--- config.mk ---
export PLATFORM = sky130hd
export DESIGN_NAME = conv_mac_pipe_flat
export DESIGN_NICKNAME = d
export VERILOG_FILES = /design/src/rtl/conv_mac_pipe_if.sv /design/src/rtl/conv_mac_pipe.sv /design/src/flat_wrapper.sv
export SDC_FILE = /design/constraint.sdc
export NUM_CORES = 2
export LEC_CHECK = 0
export CORE_MARGIN = 2
export CORE_UTILIZATION = 55
export DETAILED_ROUTE_END_ITERATION = 7
export HOLD_SLACK_MARGIN = 0.08
export PLACE_DENSITY = 0.83
export SYNTH_ARGS = -nofsm -noshare
export SYNTH_HDL_FRONTEND = slang
export SYNTH_SLANG_ARGS = --single-unit
--- constraint.sdc ---
create_clock -name clk -period 11.3 [get_ports clk]
set_input_delay 1.13 -clock clk [delete_from_list [all_inputs] [get_ports clk]]
set_output_delay 1.13 -clock clk [all_outputs]
set_load 0.01 [all_outputs]
--- src/rtl/conv_mac_pipe_if.sv ---
// -----------------------------------------------------------------------------
// conv_mac_pipe_if
// Handshake and data bundle for conv_mac_pipe.
//
// Signals:
//   in_valid  : producer has a window/kernel beat on win/ker
//   in_ready  : block accepts the beat this cycle
//   win       : K*K signed pixels, element r*K+c at [(r*K+c)*WIDTH +: WIDTH]
//   ker       : K*K signed weights, same packing as win
//   out_valid : out_data holds a completed multi-channel result
//   out_ready : consumer takes out_data this cycle
//   out_data  : signed accumulated result, ACC_W bits
//
// Modports:
//   master : producer/consumer side (drives inputs, reads results)
//   slave  : conv_mac_pipe side
// -----------------------------------------------------------------------------
interface conv_mac_pipe_if #(
  parameter int WIDTH = 9,
  parameter int K     = 3,
  parameter int ACC_W = 24
);
  logic                     in_valid;
  logic                     in_ready;
  logic [K*K*WIDTH-1:0]     win;
  logic [K*K*WIDTH-1:0]     ker;
  logic                     out_valid;
  logic                     out_ready;
  logic signed [ACC_W-1:0]  out_data;

  modport master (
    output in_valid, win, ker, out_ready,
    input  in_ready, out_valid, out_data
  );

  modport slave (
    input  in_valid, win, ker, out_ready,
    output in_ready, out_valid, out_data
  );
endinterface

--- src/rtl/conv_mac_pipe.sv ---
// -----------------------------------------------------------------------------
// conv_mac_pipe
// Three-stage pipelined convolution MAC. Each accepted beat carries one
// channel's K*K pixel window and K*K kernel weights. The block forms the
// window dot product and accumulates CH consecutive channel beats into one
// signed result.
//
//   stage 1 : K*K signed products, registered with a valid bit and channel tag
//   stage 2 : sign-extended sum of the products at ACC_W bits
//   stage 3 : tag 0 loads the accumulator, other tags add to it; the last
//             channel (tag CH-1) writes the final sum to out_data/out_valid
//
// Back-pressure: stall = out_valid && !out_ready freezes every register in
// the block; in_ready is simply !stall.
//
// Ports:
//   clk : clock, rising edge
//   rst : asynchronous, active-high reset
//   bus : conv_mac_pipe_if.slave (in_valid/in_ready/win/ker,
//                                 out_valid/out_ready/out_data)
//
// Parameters:
//   WIDTH : pixel/weight width (signed)
//   K     : kernel side
//   CH    : channels per result (>= 1)
//   ACC_W : result width; default is wide enough that nothing can overflow
//
// Build option:
//   CONV_MAC_RELU_EN : when defined, a negative final sum is written as 0.
//                      Undefined (default), the final sum is written signed
//                      and unmodified.
// -----------------------------------------------------------------------------
module conv_mac_pipe #(
  parameter int WIDTH = 9,
  parameter int K     = 3,
  parameter int CH    = 4,
  parameter int ACC_W = 2*WIDTH + $clog2(K*K*CH)
) (
  input  logic          clk,
  input  logic          rst,
  conv_mac_pipe_if.slave bus
);

  localparam int N  = K*K;
  localparam int PW = 2*WIDTH;
  localparam int CW = (CH > 1) ? $clog2(CH) : 1;

  localparam logic [CW-1:0] LAST_TAG = CW'(CH-1);

  // ---------------------------------------------------------------------------
  // Handshake
  // ---------------------------------------------------------------------------
  logic w_stall;
  logic w_accept;

  assign w_stall      = bus.out_valid && !bus.out_ready;
  assign bus.in_ready = !w_stall;
  assign w_accept     = bus.in_valid && !w_stall;

  // ---------------------------------------------------------------------------
  // Element products (combinational, from the incoming beat)
  // ---------------------------------------------------------------------------
  logic signed [WIDTH-1:0] w_pix  [N];
  logic signed [WIDTH-1:0] w_wt   [N];
  logic signed [PW-1:0]    w_prod [N];

  always_comb begin
    for (int i = 0; i < N; i++) begin
      w_pix[i]  = bus.win[i*WIDTH +: WIDTH];
      w_wt[i]   = bus.ker[i*WIDTH +: WIDTH];
      // Both operands are widened signed before multiplying so the full
      // 2*WIDTH product is kept.
      w_prod[i] = PW'(w_pix[i]) * PW'(w_wt[i]);
    end
  end

  // ---------------------------------------------------------------------------
  // Stage 1 registers
  // ---------------------------------------------------------------------------
  logic signed [PW-1:0] r_s1_prod [N];
  logic                 r_s1_valid;
  logic [CW-1:0]        r_s1_tag;

  // NOTE: the product array is a data-only register bank qualified by
  // r_s1_valid, so it carries no reset; only control state is reset.
  always_ff @(posedge clk) begin
    if (w_accept) begin
      for (int i = 0; i < N; i++) begin
        r_s1_prod[i] <= w_prod[i];
      end
    end
  end

  // ---------------------------------------------------------------------------
  // Stage 1 -> stage 2 adder tree (sign-extended to ACC_W)
  // ---------------------------------------------------------------------------
  logic signed [ACC_W-1:0] w_s1_sum;

  // NOTE: every always_comb output gets a default before any loop or branch,
  // so no path leaves it unassigned and no latch is inferred.
  always_comb begin
    w_s1_sum = '0;
    for (int i = 0; i < N; i++) begin
      w_s1_sum = w_s1_sum + ACC_W'(r_s1_prod[i]);
    end
  end

  // ---------------------------------------------------------------------------
  // Stage 2 / stage 3 state
  // ---------------------------------------------------------------------------
  logic signed [ACC_W-1:0] r_s2_sum;
  logic                    r_s2_valid;
  logic [CW-1:0]           r_s2_tag;

  logic [CW-1:0]           r_cnt;
  logic signed [ACC_W-1:0] r_acc;
  logic                    r_out_valid;
  logic signed [ACC_W-1:0] r_out_data;

  logic [CW-1:0]           w_cnt_next;
  logic signed [ACC_W-1:0] w_acc_next;
  logic signed [ACC_W-1:0] w_final;
  logic                    w_result;

  always_comb begin
    w_cnt_next = (r_cnt == LAST_TAG) ? '0 : r_cnt + CW'(1);

    // Tag 0 starts a new channel group, discarding whatever acc held.
    w_acc_next = (r_s2_tag == '0) ? r_s2_sum : r_acc + r_s2_sum;

`ifdef CONV_MAC_RELU_EN
    w_final = w_acc_next[ACC_W-1] ? '0 : w_acc_next;
`else
    w_final = w_acc_next;
`endif

    w_result = r_s2_valid && (r_s2_tag == LAST_TAG);
  end

  // NOTE: sequential state uses non-blocking assignments only, so every
  // register samples pre-edge values regardless of statement order.
  always_ff @(posedge clk or posedge rst) begin
    if (rst) begin
      r_s1_valid  <= 1'b0;
      r_s1_tag    <= '0;
      r_s2_valid  <= 1'b0;
      r_s2_tag    <= '0;
      r_s2_sum    <= '0;
      r_cnt       <= '0;
      r_acc       <= '0;
      r_out_valid <= 1'b0;
      r_out_data  <= '0;
    end else if (!w_stall) begin
      // Stage 1 control: an idle cycle enters as an invalid bubble.
      r_s1_valid <= bus.in_valid;
      r_s1_tag   <= r_cnt;
      if (w_accept) begin
        r_cnt <= w_cnt_next;
      end

      // Stage 2
      r_s2_valid <= r_s1_valid;
      r_s2_tag   <= r_s1_tag;
      r_s2_sum   <= w_s1_sum;

      // Stage 3: bubbles leave the accumulator untouched.
      if (r_s2_valid) begin
        r_acc <= w_acc_next;
      end

      // Output register. Outside a stall either out_valid is already low or
      // out_ready is high, so a cycle without a new result always drains it.
      if (w_result) begin
        r_out_valid <= 1'b1;
        r_out_data  <= w_final;
      end else if (bus.out_ready) begin
        r_out_valid <= 1'b0;
      end
    end
  end

  assign bus.out_valid = r_out_valid;
  assign bus.out_data  = r_out_data;

endmodule

--- src/flat_wrapper.sv ---
// flat-port wrapper written by rule: the top's interface ports become plain ports
module conv_mac_pipe_flat 
#(
  parameter int WIDTH = 9,
  parameter int K     = 3,
  parameter int CH    = 4,
  parameter int ACC_W = 2*WIDTH + $clog2(K*K*CH)
)
  (clk, rst, bus_in_valid, bus_win, bus_ker, bus_out_ready, bus_in_ready, bus_out_valid, bus_out_data);
  conv_mac_pipe_if #(.WIDTH(WIDTH), .K(K), .ACC_W(ACC_W)) bus_i ();
  input  logic clk;
  input  logic rst;
  input wire logic [$bits(bus_i.in_valid)-1:0] bus_in_valid;
  input wire logic [$bits(bus_i.win)-1:0] bus_win;
  input wire logic [$bits(bus_i.ker)-1:0] bus_ker;
  input wire logic [$bits(bus_i.out_ready)-1:0] bus_out_ready;
  output wire logic [$bits(bus_i.in_ready)-1:0] bus_in_ready;
  output wire logic [$bits(bus_i.out_valid)-1:0] bus_out_valid;
  output wire logic [$bits(bus_i.out_data)-1:0] bus_out_data;
  assign bus_i.in_valid = bus_in_valid;
  assign bus_i.win = bus_win;
  assign bus_i.ker = bus_ker;
  assign bus_i.out_ready = bus_out_ready;
  assign bus_in_ready = bus_i.in_ready;
  assign bus_out_valid = bus_i.out_valid;
  assign bus_out_data = bus_i.out_data;
  conv_mac_pipe #(.WIDTH(WIDTH), .K(K), .CH(CH), .ACC_W(ACC_W)) u_core (.clk(clk), .rst(rst), .bus(bus_i));
endmodule
==> out/qor.csv <==
stage;metric;value;unit
timing;final hold viol count;0;
clock_network;CTS max path bufs;3;
route;WL per Instance;16.27;um
yosys;synth unique cells;74;
timing;Worst Skew;0.01878;ns
timing;Sum Neg Setup Slack;0;ns
timing;setup ws final;4.337;ns
clock_network;post-cts gate resize count;0;
clock_network;CTS tree;built;
placed_design;I/O Buffers;191;
clock_network;CTS H-Tree Depth;1;
route;via count;27511;
timing;final setup fails;0;
finish;filler cell count;5894;
yosys;number of enable flip-flop cells after synthesis;162;
global_route;largest net degree at the start of global routing;97;
clock_network;setup bufs post-CTS;0;
yosys;Syn Nets;5426;
clock_network;Clock Latency Late Sink;0.55;ns
floorplan;io pins;192;
placed_design;placed cell count;5141;
yosys;XOR/XNOR Fraction of Synth Area;4.753;%
finish;fin cells;5189;
worst_setup_path;R2R Setup Slk;4.34;ns
worst_setup_path;slowest CP cell;fa_1;
yosys;synthesized area per cell;9.933;um2
worst_setup_path;crit end category;flip-flop;
route;Via density;5.302;
worst_setup_path;slowest stage delay, CP;0.53;ns
yosys;top cells by area, synth;fa_1 37%, ha_1 13%, edfxtp_1 12%, inv_1 7.9%, dfrtp_1 5.0%;
worst_setup_path;launch point of the critical path;u_core.r_s1_prod[1][1]$_DFFE_PP_;
yosys;Compound-Gate Fraction of Synth Area;5.991;%
worst_setup_path;most used cell, CP;fa_1;
floorplan;cell row count;99;
timing;Final period util;61.62;%
hold_path;Hold Path Class;reg2reg;
route;WL final;84.41;mm
clock_network;Sink Count;243;
finish;Layout area overhead;8.710;%
yosys;area leader, netlist;fa_1;
global_route;vias in the first global route;29703;
global_route;total track usage;23.25;%
clock_network;Clock transition at path regs;0.06;ns
yosys;synthesized-area fraction occupied by and/or/nand/nor cells;13.32;%
placed_design;GPL Wtd Cong;0.8940;
global_route;initial antenna violation count;2;
worst_setup_path;Worst EP arrival;7.38;ns
yosys;Synth warnings;0;
yosys;main combinational cell family by area after synthesis;adder cells;
finish;# nets final;5537;
route;DRT antenna net count;0;
timing;Max Clk Rate;143.6;MHz
floorplan;Die Width;276.1;um
finish;Inserted Diodes;0;
floorplan;initial core utilization;55.73;%
floorplan;die footprint;0.07624;mm2
yosys;Mapped Area;0.04073;mm2
timing;RSZ-0062 raised after global routing;no;
hold_path;worst hold start;u_core.r_s1_tag[1]$_DFFE_PP0N_;
placed_design;post-place setup slack;4.430;ns
finish;fin util;60.58;%
worst_setup_path;CP required;11.72;ns
clock_network;number of CTS-inserted buffers;27;
yosys;ys async rst share;33.33;%
yosys;Primary FF master, synth;edfxtp_1;
floorplan;Core ar.;0.07308;mm2
worst_setup_path;R2R cell count;27;
yosys;Yosys reg bits;243;
timing;Period minus WS final;6.963;ns
yosys;Seq/Total Area, Yosys;16.92;%
route;DRT Pass-1 Iters;5;
floorplan;Die H;276.1;um
global_route;grt total ovfl;0;
route;Initial DRC Count;1792;
clock_network;# hold bufs at CTS;0;
global_route;first-pass GRT wire length;147.1;mm
timing;Final Max Slew Viols;0;
clock_network;root buf cell;clkbuf_16;
yosys;Synth Instances;4100;
worst_setup_path;worst r2r dst;u_core.r_s2_sum[21]$_DFFE_PP0N_;
timing;worst relative slew slack;30.98;%
placed_design;Post-DP HPWL;71.23;mm
route;DRC errors left;0;
yosys;Adder-Cell Fraction of Synth Area;49.48;%
worst_setup_path;Crit Path Max Fanout;6;
yosys;Yosys top cell area share;36.92;%
worst_setup_path;worst r2r src;u_core.r_s1_prod[1][1]$_DFFE_PP_;
timing;worst slew pin tran;1.035;ns
worst_setup_path;kind of critical path;reg2reg;
worst_setup_path;CP Launch Type;flip-flop;
yosys;multiplexer share of the synthesized area;0.5192;%
flow_run;max-cap violations;0;
status;status;complete, no violations;
worst_setup_path;crit path capture;u_core.r_s2_sum[21]$_DFFE_PP0N_;
finish;layout cell share with drive strength beyond 1;2.175;%
[sequential cells by signal, indices dropped and copies added, names as in the netlist]
signal / flops
u_core.r_s1_prod: 162
u_core.r_s1_tag: 2
u_core.r_acc: 24
u_core.bus.out_valid: 1
u_core.bus.out_data: 24
u_core.r_s1_valid: 1
u_core.r_s2_tag: 2
u_core.r_s2_valid: 1
u_core.r_s2_sum: 24
u_core.r_cnt: 2
[layout make-up]
type,instances,area [um2],share of cell area (%)
Tap cell,959,1200,2.710
Sequential cell,243,6892,15.57
Inverter,852,3204,7.238
Clock inverter,16,131.4,0.2967
Timing Repair Buffer,198,1964,4.437
Clock buffer,32,714.4,1.614
Multi-Input combinational cell,2889,30170,68.14
[cells in the mapped netlist, types with 13 or more instances]
| library cell | instances |
|---|---|
| nor3_1 | 38 |
| clkbuf_1 | 109 |
| xor2_1 | 48 |
| edfxtp_1 | 162 |
| dfrtp_1 | 81 |
| nor2_1 | 74 |
| nand2b_1 | 71 |
| fa_1 | 751 |
| xnor2_1 | 173 |
| a21oi_1 | 141 |
| nand2_1 | 493 |
| ha_1 | 409 |
| nand3_1 | 41 |
| nor2b_1 | 33 |
| inv_1 | 852 |
| a41oi_1 | 13 |
| o21a_1 | 21 |
| and2_1 | 299 |
| o211ai_1 | 23 |
| a21o_1 | 35 |
| o21ai_0 | 83 |
[kinds of logic after synthesis]
kind of cell	count (synthesis)
AO/OA/AOI/OAI	387
XOR/XNOR	221
adder cells (fa/ha/maj)	1160
buffers and inverters	968
flip-flops	243
multiplexers	20
AND/OR/NAND/NOR	1101
[worst min path at each step]
stage / slack [ns] / cells after the start / end
after floorplan: 0.44 / 2 / u_core.r_s1_tag[0]$_DFFE_PP0N_
final: 0.47 / 2 / u_core.r_s1_tag[1]$_DFFE_PP0N_
after global routing: 0.49 / 2 / u_core.r_s2_valid$_DFFE_PP0N_
after detailed placement: 0.46 / 2 / u_core.r_s1_tag[1]$_DFFE_PP0N_
after CTS: 0.47 / 2 / u_core.r_s1_tag[1]$_DFFE_PP0N_
after global placement: 0.45 / 2 / u_core.r_s1_tag[0]$_DFFE_PP0N_
[metal layers]
| metal | up-vias | track usage (%) | part of all wire, % |
|---|---|---|---|
| met4 | 4 | 3.167 | 1.3 |
| met2 | 715 | 40.19 | 50 |
| met5 | - | 0 | 0.031 |
| met3 | 108 | 2.560 | 5.4 |
| li1 | 12872 | - | - |
| met1 | 13812 | 32.57 | 44 |
[worst max-delay path, delay by kind of cell, from the launching register on]
family,cells,cell delay [ns]
AO/OA/AOI/OAI,12,2.39
buffers and inverters,4,0.21
flip-flops,1,0.32
adder cells (fa/ha/maj),8,3.37
AND/OR/NAND/NOR,1,0.21
XOR/XNOR,2,0.33
[cells in the final DEF, fill, tap and decap left out, types with 9 or more instances in the layout]
| cell type | instances |
|---|---|
| clkinv_2 | 12 |
| nand2b_1 | 71 |
| and2_1 | 299 |
| edfxtp_1 | 162 |
| o21ai_0 | 83 |
| dfrtp_1 | 81 |
| mux2_2 | 9 |
| xor2_1 | 48 |
| nor2b_1 | 32 |
| mux2i_1 | 11 |
| nand2_1 | 493 |
| nor3_1 | 38 |
| o211ai_1 | 23 |
| a21o_1 | 35 |
| ha_1 | 409 |
| xnor2_1 | 173 |
| a21oi_1 | 141 |
| clkdlybuf4s50_1 | 191 |
| nor2_1 | 73 |
| a41oi_1 | 13 |
| or3_1 | 9 |
| fa_1 | 751 |
| inv_1 | 850 |
| nand3_1 | 41 |
| o21a_1 | 21 |
| clkbuf_16 | 27 |
[through the flow]
stage                     cell area (um2)  hold slack [ns]
after floorplan                     40730           0.4386
after global placement              43430           0.4485
after CTS                           44270           0.4695
final                               44270           0.4700
after detailed placement            43430           0.4553
after global routing                44270           0.4890
Power is not shown: default switching activity piles up to over one toggle a cycle in this logic, so the estimate is an artifact.
